===== src/rtl/arb_pkg.sv =====
// rtl/arb_pkg.sv - shared sizes, FSM states and helpers for the 8-way request arbiter
package arb_pkg;

    localparam int N_REQ = 8;
    localparam int ID_W  = 3;

    typedef enum logic [1:0] {
        ST_IDLE    = 2'd0,
        ST_GRANT   = 2'd1,
        ST_RELEASE = 2'd2
    } arb_state_t;

    function automatic logic [N_REQ-1:0] id2onehot(input logic [ID_W-1:0] id);
        logic [N_REQ-1:0] oh;
        oh     = '0;
        oh[id] = 1'b1;
        return oh;
    endfunction

endpackage


===== src/rtl/prio_enc8.sv =====
// rtl/prio_enc8.sv - combinational 8-to-3 priority encoder, highest set index wins
module prio_enc8
    import arb_pkg::*;
(
    input  logic [N_REQ-1:0] din,
    output logic [ID_W-1:0]  idx,
    output logic             valid
);

    // Ascending scan so the last hit, i.e. the highest index, is what remains.
    always_comb begin
        idx = '0;
        for (int i = 0; i < N_REQ; i++) begin
            if (din[i]) begin
                idx = ID_W'(i);
            end
        end
        valid = |din;
    end

endmodule


===== src/rtl/req_arbiter8.sv =====
// rtl/req_arbiter8.sv - 8-requester arbiter with round-robin or fixed priority and hold-time limit
module req_arbiter8
    import arb_pkg::*;
#(
    parameter int HOLD_MAX = 16,
    parameter int RR_EN    = 1
) (
    input  logic             clk,
    input  logic             rst_n,
    input  logic [N_REQ-1:0] req,
    output logic [N_REQ-1:0] gnt,
    output logic [ID_W-1:0]  gnt_id,
    output logic             gnt_valid,
    output logic             timeout
);

    localparam logic [7:0] HOLD_LAST = 8'(HOLD_MAX - 1);

    arb_state_t         state, state_d;
    logic [N_REQ-1:0]   gnt_d;
    logic [ID_W-1:0]    gnt_id_d;
    logic               gnt_valid_d;
    logic               timeout_d;
    logic [ID_W-1:0]    last_id, last_id_d;
    logic [7:0]         hold_cnt, hold_cnt_d;

    logic [ID_W-1:0]    rot_amt;
    logic [2*N_REQ-1:0] req_dbl;
    logic [N_REQ-1:0]   req_rot;
    logic [ID_W-1:0]    enc_idx;
    logic               enc_valid;
    logic [ID_W-1:0]    win_id;

    // Rotating by last_id puts requester last_id-1 at bit 7, so the
    // highest-wins encoder walks last_id-1, last_id-2, ... down to last_id.
    assign rot_amt = (RR_EN != 0) ? last_id : '0;
    assign req_dbl = {req, req};
    assign req_rot = req_dbl[rot_amt +: N_REQ];

    prio_enc8 u_prio_enc8 (
        .din   (req_rot),
        .idx   (enc_idx),
        .valid (enc_valid)
    );

    assign win_id = enc_idx + rot_amt;

    always_comb begin
        state_d     = state;
        gnt_d       = gnt;
        gnt_id_d    = gnt_id;
        gnt_valid_d = gnt_valid;
        timeout_d   = 1'b0;
        last_id_d   = last_id;
        hold_cnt_d  = hold_cnt;

        case (state)
            ST_IDLE: begin
                if (enc_valid) begin
                    state_d     = ST_GRANT;
                    gnt_d       = id2onehot(win_id);
                    gnt_id_d    = win_id;
                    gnt_valid_d = 1'b1;
                    last_id_d   = win_id;
                    hold_cnt_d  = '0;
                end
            end
            ST_GRANT: begin
                // A drop takes precedence over expiry, so no timeout on a voluntary release.
                if (!req[gnt_id]) begin
                    state_d     = ST_RELEASE;
                    gnt_d       = '0;
                    gnt_valid_d = 1'b0;
                end else if (hold_cnt == HOLD_LAST) begin
                    state_d     = ST_RELEASE;
                    gnt_d       = '0;
                    gnt_valid_d = 1'b0;
                    timeout_d   = 1'b1;
                end else begin
                    hold_cnt_d  = hold_cnt + 8'd1;
                end
            end
            ST_RELEASE: begin
                state_d = ST_IDLE;
            end
            default: begin
                state_d     = ST_IDLE;
                gnt_d       = '0;
                gnt_valid_d = 1'b0;
            end
        endcase
    end

    always_ff @(posedge clk or negedge rst_n) begin
        if (!rst_n) begin
            state     <= ST_IDLE;
            gnt       <= '0;
            gnt_id    <= '0;
            gnt_valid <= 1'b0;
            timeout   <= 1'b0;
            last_id   <= '0;
            hold_cnt  <= '0;
        end else begin
            state     <= state_d;
            gnt       <= gnt_d;
            gnt_id    <= gnt_id_d;
            gnt_valid <= gnt_valid_d;
            timeout   <= timeout_d;
            last_id   <= last_id_d;
            hold_cnt  <= hold_cnt_d;
        end
    end

endmodule


===== config.mk =====
export PLATFORM = sky130hd
export DESIGN_NAME = req_arbiter8
export DESIGN_NICKNAME = d
export VERILOG_FILES = /design/src/rtl/arb_pkg.sv /design/src/rtl/prio_enc8.sv /design/src/rtl/req_arbiter8.sv
export SDC_FILE = /design/constraint.sdc
export NUM_CORES = 1
export LEC_CHECK = 0
export CAP_MARGIN = 10
export CORE_MARGIN = 2
export CORE_UTILIZATION = 48
export DETAILED_ROUTE_END_ITERATION = 8
export GPL_ROUTABILITY_DRIVEN = 0
export PLACE_DENSITY = 0.75
export SLEW_MARGIN = 20
export SYNTH_ARGS = -nofsm -noshare
export SYNTH_HDL_FRONTEND = slang
export SYNTH_HIERARCHICAL = 1
export SYNTH_SLANG_ARGS = --single-unit

===== constraint.sdc =====
create_clock -name clk -period 3.22 [get_ports clk]
set_clock_uncertainty 0.05 [all_clocks]
set_input_delay 0.805 -clock clk [delete_from_list [all_inputs] [get_ports clk]]
set_output_delay 0.805 -clock clk [all_outputs]
set_load 0.01 [all_outputs]

## Yosys cells after proc, flatten, opt, wreduce, memory -nomap -nowiden

Index checks and enable logic that the tools add are counted.
W data, S select, Z words.

| operators by class | value |
|---|---|
| $lt $le $gt $ge | 3 |
| reductions and logical operators | 8 |
| multipliers | 0 |
| bitwise gates (word level) | 1 |
| add/sub/neg operators | 2 |
| multiplexer cells | 30 |
| eq/ne operators | 7 |
| shift-type cells | 1 |
| div/mod/pow operators | 0 |

Operators with widths:

| cell | count |
|---|---|
| $mux W8 | 6 |
| $pmux W8 S3 | 1 |
| $pmux W8 S2 | 1 |
| $shiftx A16 B4 Y8 | 1 |
| $mux W3 | 4 |
| $mux W2 | 5 |
| $mux W1 | 9 |
| $add A8 B1 Y8 const B | 1 |
| $eq A8 B4 Y1 const B | 1 |
| $lt A3 B4 Y1 const B | 2 |
| $reduce_or A8 Y1 | 1 |
| $ne A2 B2 Y1 const B | 3 |
| $pmux W2 S2 | 1 |
| $reduce_and A2 Y1 | 2 |
| $reduce_and A4 Y1 | 1 |
| $add A3 B3 Y3 | 1 |
| $bmux W1 S3 | 1 |
| $demux W1 S3 | 1 |
| $ge A3 B1 Y1 const B | 1 |
| $ne A3 B3 Y1 const B | 1 |
| $pmux W1 S3 | 1 |
| $reduce_and A3 Y1 | 1 |
| $eq A2 B1 Y1 const B | 1 |
| $eq A2 B2 Y1 const B | 1 |
| other kinds (4) | 4 |

| word-level totals | value |
|---|---|
| bits of input ports | 10 |
| memory bits (writable) | 0 |
| latch bits | 0 |
| output and inout port bits | 13 |
| memories | 0 |
| logic and storage cells | 58 |
| register bits | 23 |
| memory bits (read-only) | 0 |

## Longest topological paths before layout

Gate-level depths: netlist (run 1).

| logic depth | value |
|---|---|
| depth after elaboration | 15 |
| mapped depth | 13 |
| depth with buffers taken out | 12 |

## Modules after synthesis

Netlist (run 1), hierarchy kept.

Modules (own cells, without submodules):

| module | cells an instance | sequential area each (µm²) | area an instance (µm²) | times used |
|---|---|---|---|---|
| req_arbiter8 | 131 | 575.6 | 1440.1 | 1 |
| prio_enc8 | 12 | 0.0 | 66.3 | 1 |

## Worst setup path after synthesis (run 1)

OpenSTA, ideal clock, no wires.

| path | value |
|---|---|
| kind | input to register |
| start point | input port req[7] |
| end point | register gnt[4] |
| library setup time | 67 ps |
| buffers on the path | 0 |
| stages | 9 |
| path slack | 24 ps |
| data required time | 3103 ps |
| data arrival time | 3080 ps |
| path through | mux4_1 > mux2_2 > o31ai_2 > ha_1 > inv_1 > fa_1 > xnor2_1 > xor2_1 > a22o_1 |

| between the ends | value |
|---|---|
| elaborated cells on any way between the ends | 23 |
| classes of those cells | 1 x add/sub; 2 x order compare; 2 x eq/ne; 1 x shift; 14 x mux; 3 x reduce/logical |

RTL lines:

| element | line | source |
|---|---|---|
| start: declaration | req_arbiter8.sv:10 | `input logic [N_REQ-1:0] req,` |
| $shiftx A16 B4 Y8 (*) | req_arbiter8.sv:38 | `assign req_rot = req_dbl[rot_amt +: N_REQ];` |
| named net req_rot[4] | req_arbiter8.sv:29 | `logic [N_REQ-1:0] req_rot;` |
| $mux W3 (*) (4 in a row) | prio_enc8.sv:14 | `if (din[i]) begin` |
| named net enc_idx[0] | req_arbiter8.sv:30 | `logic [ID_W-1:0] enc_idx;` |
| $add A3 B3 Y3 (*) | req_arbiter8.sv:46 | `assign win_id = enc_idx + rot_amt;` |
| $lt A3 B4 Y1 (implied by the code) / $ge A3 B1 Y1 (equally long branches) | arb_pkg.sv:16 | `oh[id] = 1'b1;` |
| $logic_and A1 B1 Y1 (implied by the code) | arb_pkg.sv:16 |  |
| $mux W1 (implied by the code) | arb_pkg.sv:16 |  |
| $demux W1 S3 (*) | arb_pkg.sv:16 |  |
| $mux W8 (*) | req_arbiter8.sv:59 | `if (enc_valid) begin` |
| $pmux W8 S3 (*) | req_arbiter8.sv:57 | `case (state)` |
| end signal: assignment | req_arbiter8.sv:105 | `gnt <= gnt_d;` |
| end: declaration | req_arbiter8.sv:11 | `output logic [N_REQ-1:0] gnt,` |

The timed path passes the listed nets; every way through them passes the cells marked *. The select of a mux whose other input is x is not followed.
A chain may end at the register's enable or synchronous reset.

## Final worst setup path (run 1)

| path | value |
|---|---|
| start point | input port req[2] |
| end point | register gnt[4] |

Same word-level chain as after synthesis.

==> results.ini, run 1 <==
[run_status]
status = complete, no violations

[floorplan]
core_area_um2 = 3030
start_util_pct = 49.8
rows = 20
ios = 23
design.die.area_um2 = 3600
die_h_um = 60.0
die_x_um = 60.0

[sta]
slew_headroom_pct = 61.3
tns_ns = 0
finalMaxSlewViolations = 0
rsz0062_at_grt = no
setup_viol = 0
fmax_mhz = 319
period_share_pct = 97.4
post-route-min-period_ns = 3.14
hold_violations = 0
fin_ws_ns = 0.0845
tightestPinTransition_ns = 0.576

[cts]
htree_levels = 1
numCtsBuffers = 3
ctsRootBufferMaster = clkbuf_4
clk_latency_ns = 0.31
clk_transition_reported_paths_ns = 0.13
clock_sinks = 23
hold_buffers = 0
cts_buffer_depth = 2
cts_tree = yes

[critical_path]
cp-end-kind = flop
cp_data_arrival_time_ns = 3.31
reg2reg_depth = 12
max_stage_delay_ns = 0.48
cp_num_buf_inv = 2
critPathMaxFanout = 4
path_cells = dlygate4sd2_1 > mux4_2 > mux2_4 > o31ai_4 > ha_2 > inv_1 > fa_2 > xnor2_4 > xor2_2 > a22o_1
required_ns = 3.39
setup.worst_path.start_class = primary input
critPathKind = primary input to flop
worst_r2r_endpoint = gnt[2]
r2r-start = last_id[1]
cpLargestDelayFamily = multiplexers
r2r_slack_ns = 0.17
timing.critical_path.slowest_stage_cell = mux4_2

[synth]
synthDistinctLibCells = 44
ys_seq_area_share_pct = 38.2
synth_compound_area_share_pct = 16.3
syn_nets = 156
avgSynthCellArea_um2 = 10.5
synth_seq_cells = 23
synth_cells = 143
synth_top_family_by_area = multiplexers
synth-simple-area-share_pct = 15.0
yosysTopAreaCell = dfrtp_1
synthMuxAreaShare_pct = 20.3
ys_warn_count = 6
synth_edf_count = 0
synth_area_leaders = dfrtp_1 38%, mux4_2 9.0%, mux2i_1 7.3%, inv_1 3.0%, nand2_1 3.0%
yosys_most_used_dff = dfrtp_1
yosys.area_share.adder_pct = 2.99
synth_top_area_share_pct = 38.2
netlist_area_um2 = 1510
async_flop_share_pct = 100
synth_xor_area_share_pct = 2.33

[placement]
port_buffers = 22
place_hpwl_um = 2530
post_dp_cell_area_um2 = 1860
place_ws_ns = -0.619
dp_cells = 219

[routing]
antenna_left = 0
wl_um = 3480
wl_per_cell_um = 15.5
drc_errors = 0
first_pass_iters = 4
vias = 1292
vias_per_cell = 5.77
first_iter_violations = 44

[global_route]
grt_start_max_net_pins = 24
antenna_found_initial = 0
grt_use_total_pct = 20.7
grt_pass1_wl_um = 5600
grt_overflow = 0
grt_pass1_vias = 1256

[final_layout]
fin_util_pct = 64.4
antenna_cells = 0
design_area_um2 = 1950
fin_nets = 194
layout_commonest_cell = dfrtp_1
layout_common_cells = 22 x dfrtp_1, 15 x buf_4, 14 x clkdlybuf4s50_1, 12 x inv_1, 12 x nand2_1
drive_gt1_share_pct = 23.3
fill_cells = 239
fin_cells = 224
syn_to_final_growth_pct = 29.5

[pwr]
vdd_drop_max_mv = 0.411
power.leakage_nw = 0.885
power.density_nw_per_um2 = 1070

[worst_hold_path]
worstHoldEndpoint = gnt_valid
hold_depth = 1
hold_class = flop to flop
hold_start = gnt_valid

[run]
maxCapViolations = 0

==> power breakdown <==
group / leakage [nW] / internal [W] / total (W) / switching, W
Combinational: 0.562 / 0.000743 / 0.00151 / 0.000764
Clock: 0.0177 / 0.0000465 / 0.000137 / 0.0000907
Sequential: 0.305 / 0.000357 / 0.000444 / 0.0000868
Total: 0.885 / 0.00115 / 0.00209 / 0.000941
==> cells in the mapped netlist (all sizes together), types with 4 or more instances <==
cell type  instances
dfrtp             23
inv               13
nand2             12
mux2i             11
nor2               9
mux4               7
nand3              7
a21oi              4
a22o               4
o2bb2ai            4
o31ai              4
or4                4
==> state kept, by name, indices dropped and copies added (netlist names) <==
| register | flops |
|---|---|
| last_id | 3 |
| hold_cnt | 8 |
| gnt_valid | 1 |
| timeout | 1 |
| gnt | 8 |
| state | 2 |
==> logic make-up after synthesis <==
group | after synthesis
AO/OA/AOI/OAI | 30
XOR/XNOR | 4
adder cells (fa/ha/maj) | 3
buffers and inverters | 17
flip-flops | 23
multiplexers | 21
AND/OR/NAND/NOR | 45
==> routing by layer <==
metal | routed length (µm) | up-vias | global-route usage [%]
met1 | 1520 | 643 | 26.2
met4 | 61 | 0 | 5.40
li1 | - | 608 | -
met2 | 1790 | 33 | 35.7
met5 | 0 | - | 0
met3 | 110 | 8 | 4.33
==> metrics by stage <==
step / total power (W) / hold slack [ns]
after floorplan: 0.00132 / 0.429
after global placement: 0.00168 / 0.416
after detailed placement: 0.00172 / 0.425
after CTS: 0.00202 / 0.455
after global routing: 0.00224 / 0.477
final: 0.00209 / 0.449
==> area by class of cell <==
cell class                      instances  area [µm²]  area share (%)
Tap cell                               44        55.1            2.82
Timing Repair Buffer                   37         323            16.5
Inverter                               13        48.8            2.50
Clock buffer                            3        22.5            1.15
Multi-Input combinational cell        103         920            47.1
Clock inverter                          1        5.00           0.257
Sequential cell                        23         577            29.6
==> timing repair <==
action                                 CTS  global route
setup buffers                            0             1
gates resized for setup                 18             4
endpoints found under the hold margin    0             0
pin swaps                                4             4
setup endpoints to repair                9            10
==> worst max-delay path by stage <==
stage,startpoint,endpoint,slack (ns),cells after the start
after floorplan,req[7],gnt[4],0.02,9
after global placement,req[1],gnt[4],-0.54,10
after detailed placement,req[1],gnt[4],-0.62,10
after CTS,req[2],gnt[4],0.06,10
after global routing,req[2],gnt[4],0.03,9
final,req[2],gnt[4],0.08,10
No activity file was read; power rests on OpenSTA's default activity.
==> run 2, diff against run 1 <==
Settings changed: CORE_UTILIZATION 48 to 30, PLACE_DENSITY 0.75 to not set, SYNTH_HIERARCHICAL 1 to not set.
==> results.ini, run 2 <==
[critical_path]
reg2reg_depth = 11
max_stage_delay_ns = 0.48
r2r-start = last_id[1]
critPathLaunch = req[2]
setup.worst_path.start_class = primary input
r2r_slack_ns = 0.30
worst_r2r_endpoint = gnt[1]
cp_data_arrival_time_ns = 3.18
critPathMaxFanout = 5
cp-end-kind = flop
critPathKind = primary input to flop
path_cells = dlygate4sd2_1 > buf_4 > mux4_2 > mux2i_1 > o31ai_1 > a21oi_1 > o21a_1 > ha_2 > fa_2 > buf_4 > nand3_1 > o21ai_1
critical_path.most_common_cell = buf_4
cpLargestDelayFamily = adder cells
worstSetupPathDepth = 12
required_ns = 3.33
crit_end = gnt[7]
timing.critical_path.slowest_stage_cell = fa_2
cp_num_buf_inv = 3

[pwr]
power.density_nw_per_um2 = 981
power.leakage_nw = 0.967
vdd_drop_max_mv = 0.403

[final_layout]
antenna_cells = 0
syn_to_final_growth_pct = 34.0
fin_util_pct = 41.0
layout_common_cells = 24 x buf_4, 22 x dfrtp_1, 19 x nand2_1, 14 x mux2i_1, 14 x clkdlybuf4s50_1
layout_commonest_cell = buf_4
largestRegisters = gnt (8), hold_cnt (8), last_id (3)
drive_gt1_share_pct = 29.9
fin_nets = 225

[floorplan]
rows = 27
start_util_pct = 30.6
die_x_um = 78.2
core_area_um2 = 5410
ios = 23
design.die.area_um2 = 6120
die_h_um = 78.2

[synth]
yosys_most_used_dff = dfrtp_1
synth_top_area_share_pct = 34.8
synth_common_cells = 23 x dfrtp_1, 19 x nand2_1, 15 x mux2i_1, 13 x nor2_1, 7 x xor2_1
synth_area_leaders = dfrtp_1 35%, mux2i_1 9.1%, nand2_1 4.3%, mux2_2 4.1%, xor2_1 3.7%
synthDistinctLibCells = 52
avgSynthCellArea_um2 = 10.0
ys_seq_area_share_pct = 34.8
yosysMostFrequentCell = dfrtp_1
syn_nets = 178
netlist_area_um2 = 1650
async_flop_share_pct = 100
synth_cells = 165
synth_edf_count = 0
synth_seq_cells = 23
ys_warn_count = 0
yosysTopAreaCell = dfrtp_1

[cts]
clk_latency_ns = 0.26
clock_sinks = 23
htree_levels = 1
hold_buffers = 0
ctsRootBufferMaster = clkbuf_8
numCtsBuffers = 3
cts_tree = yes
cts_buffer_depth = 2
clk_transition_reported_paths_ns = 0.08

[routing]
vias_per_cell = 4.89
antenna_left = 0
drc_errors = 0
vias = 1385
first_pass_iters = 4
wl_per_cell_um = 13.2
first_iter_violations = 63
wl_um = 3740

[sta]
slew_headroom_pct = 66.9
rsz0062_at_grt = no
post-route-min-period_ns = 3.07
period_share_pct = 95.4
fin_ws_ns = 0.149
finalMaxSlewViolations = 0
fmax_mhz = 326
hold_violations = 0
setup_viol = 0
tightestPinTransition_ns = 0.497

[run_status]
status = complete, no violations

[placement]
place_hpwl_um = 2840
port_buffers = 22
place_ws_ns = -0.411

[run]
maxCapViolations = 0

[global_route]
grt_overflow = 0
grt_pass1_vias = 1445
grt_start_max_net_pins = 24
antenna_found_initial = 0
grt_use_total_pct = 13.4
grt_pass1_wl_um = 6620

[worst_hold_path]
hold_class = flop to flop

run 2: cell types whose count changed in the layout (fill, tap and decap cells not counted), sizes merged, moves of 5 or more:
cell | before | now
xor2 | 1 | 8
nand2 | 12 | 21
inv | 13 | 3
buf | 15 | 28
nand3 | 7 | 2
o21ai | 1 | 10
a211oi | 0 | 5
run 2: area by class of cell:
cell class | count | area (µm²)
Fill cell | 547 | 3190
Multi-Input combinational cell | 131 | 1050
Sequential cell | 23 | 577
Timing Repair Buffer | 50 | 435
Tap cell | 72 | 90.1
Clock buffer | 3 | 41.3
Inverter | 3 | 11.3
Clock inverter | 1 | 5.00
run 2: stage by stage:
stage / instances / cell area, µm² / TNS [ns] / total power, W / hold slack, ns
finish: 283 / 2210 / 0 / 0.00217 / 0.446
global route: 283 / 2210 / 0 / 0.00237 / 0.482
global placement: 277 / 2120 / -3.66 / 0.00192 / 0.413
floorplan: 165 / 1670 / 0 / 0.00152 / 0.421
detailed placement: 277 / 2120 / -3.56 / 0.00193 / 0.437
CTS: 283 / 2210 / 0 / 0.00219 / 0.456
run 2: power breakdown:
part	leakage, nW	total, W	switching [W]	internal, W
combinational	0.636	0.00154	0.000757	0.000781
sequential	0.305	0.000455	0.0000959	0.000359
clock	0.0255	0.000179	0.0000926	0.0000864
total	0.967	0.00217	0.000946	0.00123
run 2: how the worst min path moves through the flow:
stage	start	cells past startpoint	to	slack, ns
floorplan	hold_cnt[0]	1	hold_cnt[0]	0.42
global placement	gnt_valid	2	gnt_valid	0.41
detailed placement	gnt_valid	2	gnt_valid	0.44
CTS	gnt_valid	2	gnt_valid	0.46
global route	gnt[2]	2	gnt[2]	0.48
finish	gnt_valid	2	gnt_valid	0.45
run 2: cells by family after synthesis:
group	after synthesis	synth area share (%)
AOI/OAI and AO/OA	38	17.7
xor gates and xnor gates	10	6.21
adders and majority gates	3	2.73
buffers and inverters	11	4.39
DFF	23	34.8
muxes	24	17.5
and+or+nand+nor	56	16.7
run 2: layer usage:
| metal | global-route usage, % | share of wire [%] | routed length, µm |
|---|---|---|---|
| met1 | 17.5 | 49 | 1820 |
| met2 | 22.2 | 47 | 1760 |
| met3 | 2.99 | 2.9 | 110 |
| met4 | 3.86 | 1.3 | 47 |
| met5 | 0 | 0 | 0 |
run 2: worst register-to-register path, cell delays in order, from the launching register on:
cell	delay, ns
dfrtp_2	0.47
buf_4	0.28
mux2i_2	0.29
nand2_1	0.07
a21boi_0	0.24
o21ai_1	0.09
o21a_1	0.19
ha_2	0.17
fa_2	0.41
xnor2_4	0.17
xor2_2	0.21
a22o_1	0.19
run 2: timing repair:
action,in CTS,in global routing
cloned,0,0
gates resized for setup,21,2
setup endpoints to repair,9,5
pin swaps,9,0
setup buffers,2,0
==> run 3, diff against run 2 <==
Settings changed: ABC_AREA set to 1, SKIP_CTS_REPAIR_TIMING set to 1.
==> results.ini, run 3 <==
[cts]
htree_levels = 1
clk_transition_reported_paths_ns = 0.08
numCtsBuffers = 3
clk_latency_ns = 0.25
ctsRootBufferMaster = clkbuf_8
clock_sinks = 23
cts_tree = yes
cts_buffer_depth = 2

[worst_hold_path]
hold_class = flop to flop

[critical_path]
r2r-start = last_id[1]
critPathKind = flop to flop
cp_data_arrival_time_ns = 3.09
reg2reg_depth = 16
crit_end = gnt[1]
critical_path.most_common_cell = nand2_1
path_cells = inv_2 > nand3_2 > nand2_1 > nand2_1 > nand2_1 > nand3_1 > a21oi_1 > o21ai_1 > nand2_1 > ha_2 > fa_2 > xnor2_2 > nand3_2 > a21oi_1 > nand2_1 > nand2_1
setup.worst_path.start_class = flop
r2r_slack_ns = 0.28
required_ns = 3.37
critPathMaxFanout = 12
cp-end-kind = flop
max_stage_delay_ns = 0.70
critPathLaunch = last_id[1]
timing.critical_path.slowest_stage_cell = dfrtp_1
worst_r2r_endpoint = gnt[1]

[sta]
post-route-min-period_ns = 2.94
slew_headroom_pct = 62.2
finalMaxSlewViolations = 0
tightestPinTransition_ns = 0.568
holdWs_ns = 0.441
period_share_pct = 91.4
hold_violations = 0
fmax_mhz = 340
setup_viol = 0

[synth]
synth_top_area_share_pct = 35.8
synth_edf_count = 0
yosysMostFrequentCell = nand2_1
synthDistinctLibCells = 27
synth_seq_cells = 23
ys_warn_count = 0
async_flop_share_pct = 100
synth_cells = 235
synth_area_leaders = dfrtp_1 36%, nand2_1 22%, nand3_1 14%, nor2_1 4.2%, buf_6 2.8%
netlist_area_um2 = 1610
avgSynthCellArea_um2 = 6.85
ys_seq_area_share_pct = 35.8
synth_common_cells = 96 x nand2_1, 45 x nand3_1, 23 x dfrtp_1, 18 x nor2_1, 11 x inv_1
yosysTopAreaCell = dfrtp_1
syn_nets = 248
yosys_most_used_dff = dfrtp_1

[routing]
vias = 1586
wl_um = 3880
wl_per_cell_um = 11.4
antenna_left = 0
first_pass_iters = 4
vias_per_cell = 4.66
drc_errors = 0
first_iter_violations = 68

[pwr]
p_switching_w = 0.00132
seq_power_share_pct = 17.9
vdd_drop_max_mv = 0.467
power_w = 0.00255
swShare_pct = 51.5
p_comb_share_pct = 75.2
pwr-share-clk_pct = 6.9
power.density_nw_per_um2 = 1190
power.leakage_nw = 1.15
p_int_w = 0.00124

[floorplan]
design.die.area_um2 = 5970
start_util_pct = 31.3
die_x_um = 77.2
core_area_um2 = 5140
ios = 23
die_h_um = 77.2
rows = 26

[final_layout]
syn_to_final_growth_pct = 33.7
largestRegisters = gnt (8), hold_cnt (8), last_id (3)
drive_gt1_share_pct = 21.9
layout_commonest_cell = nand2_1
fin_nets = 284
fin_util_pct = 41.8
antenna_cells = 0
layout_common_cells = 86 x nand2_1, 35 x nand3_1, 23 x dfrtp_1

[run]
maxCapViolations = 0

[global_route]
grt_pass1_wl_um = 6450
grt_overflow = 0
grt_use_total_pct = 12.8
grt_pass1_vias = 1434
antenna_found_initial = 0
grt_start_max_net_pins = 27

[placement]
port_buffers = 22
place_hpwl_um = 2620

[run_status]
status = complete, no violations

run 3: critical path, delay by kind of cell (launching register included):
kind                       cells  cell delay [ns]
and+or+nand+nor                9             0.75
DFF                            1             0.70
AOI/OAI and AO/OA              3             0.40
buffers and inverters          1             0.21
adders and majority gates      2             0.56
xor gates and xnor gates       1             0.20
run 3: power groups by stage:
stage               Sequential [W]  Clock [W]  Combinational [W]
detailed placement        0.000453          0            0.00160
finish                    0.000457   0.000175            0.00192
global placement          0.000452          0            0.00159
CTS                       0.000447   0.000184            0.00161
floorplan                 0.000435          0            0.00113
global route              0.000470   0.000197            0.00214
run 3: stage by stage:
stage	worst slack, ns	area (µm²)	std cells	setup TNS (ns)
floorplan	0.509	1610	235	0
global placement	-0.222	1950	333	-1.62
detailed placement	-0.240	1950	333	-1.75
CTS	0.0225	2000	337	0
global route	-0.00173	2150	340	-0.00290
finish	0.278	2150	340	0
run 3: worst min-delay path by stage:
stage	start	endpoint	cells past startpoint
2_1_floorplan	hold_cnt[4]	hold_cnt[4]	2
3_3_place_gp	gnt_valid	gnt_valid	2
3_5_place_dp	gnt_valid	gnt_valid	2
4_1_cts	gnt_valid	gnt_valid	2
5_1_grt	gnt_valid	gnt_valid	2
6_report	gnt_valid	gnt_valid	2
run 3: area by class of cell:
class / instances / area (µm²)
flip-flops and latches: 23 / 576
multi-input cells: 192 / 1030
inverters: 13 / 53.8
repair buffers: 38 / 360
clock buffers: 4 / 45.0
fillers: 558 / 2990
well taps: 70 / 87.6
run 3: logic make-up (layout without fill, tap and decap cells):
logic type                 after synthesis  count (layout)  synth area share, %
AOI/OAI and AO/OA                        8               8                 2.57
DFF                                     23              23                 35.8
buffers and inverters                   20              55                 7.23
adders and majority gates                3               3                 2.80
and+or+nand+nor                        176             176                 48.9
xor gates and xnor gates                 5               5                 2.72
run 3: routing by layer:
metal	part of all wire, %	track usage [%]	vias to the layer above	wire, µm
met3	2.7	1.65	2	106
met5	0	0	-	0
met4	0.75	3.75	0	29
met2	49	19.3	27	1920
met1	47	19.1	737	1830
li1	-	-	820	-
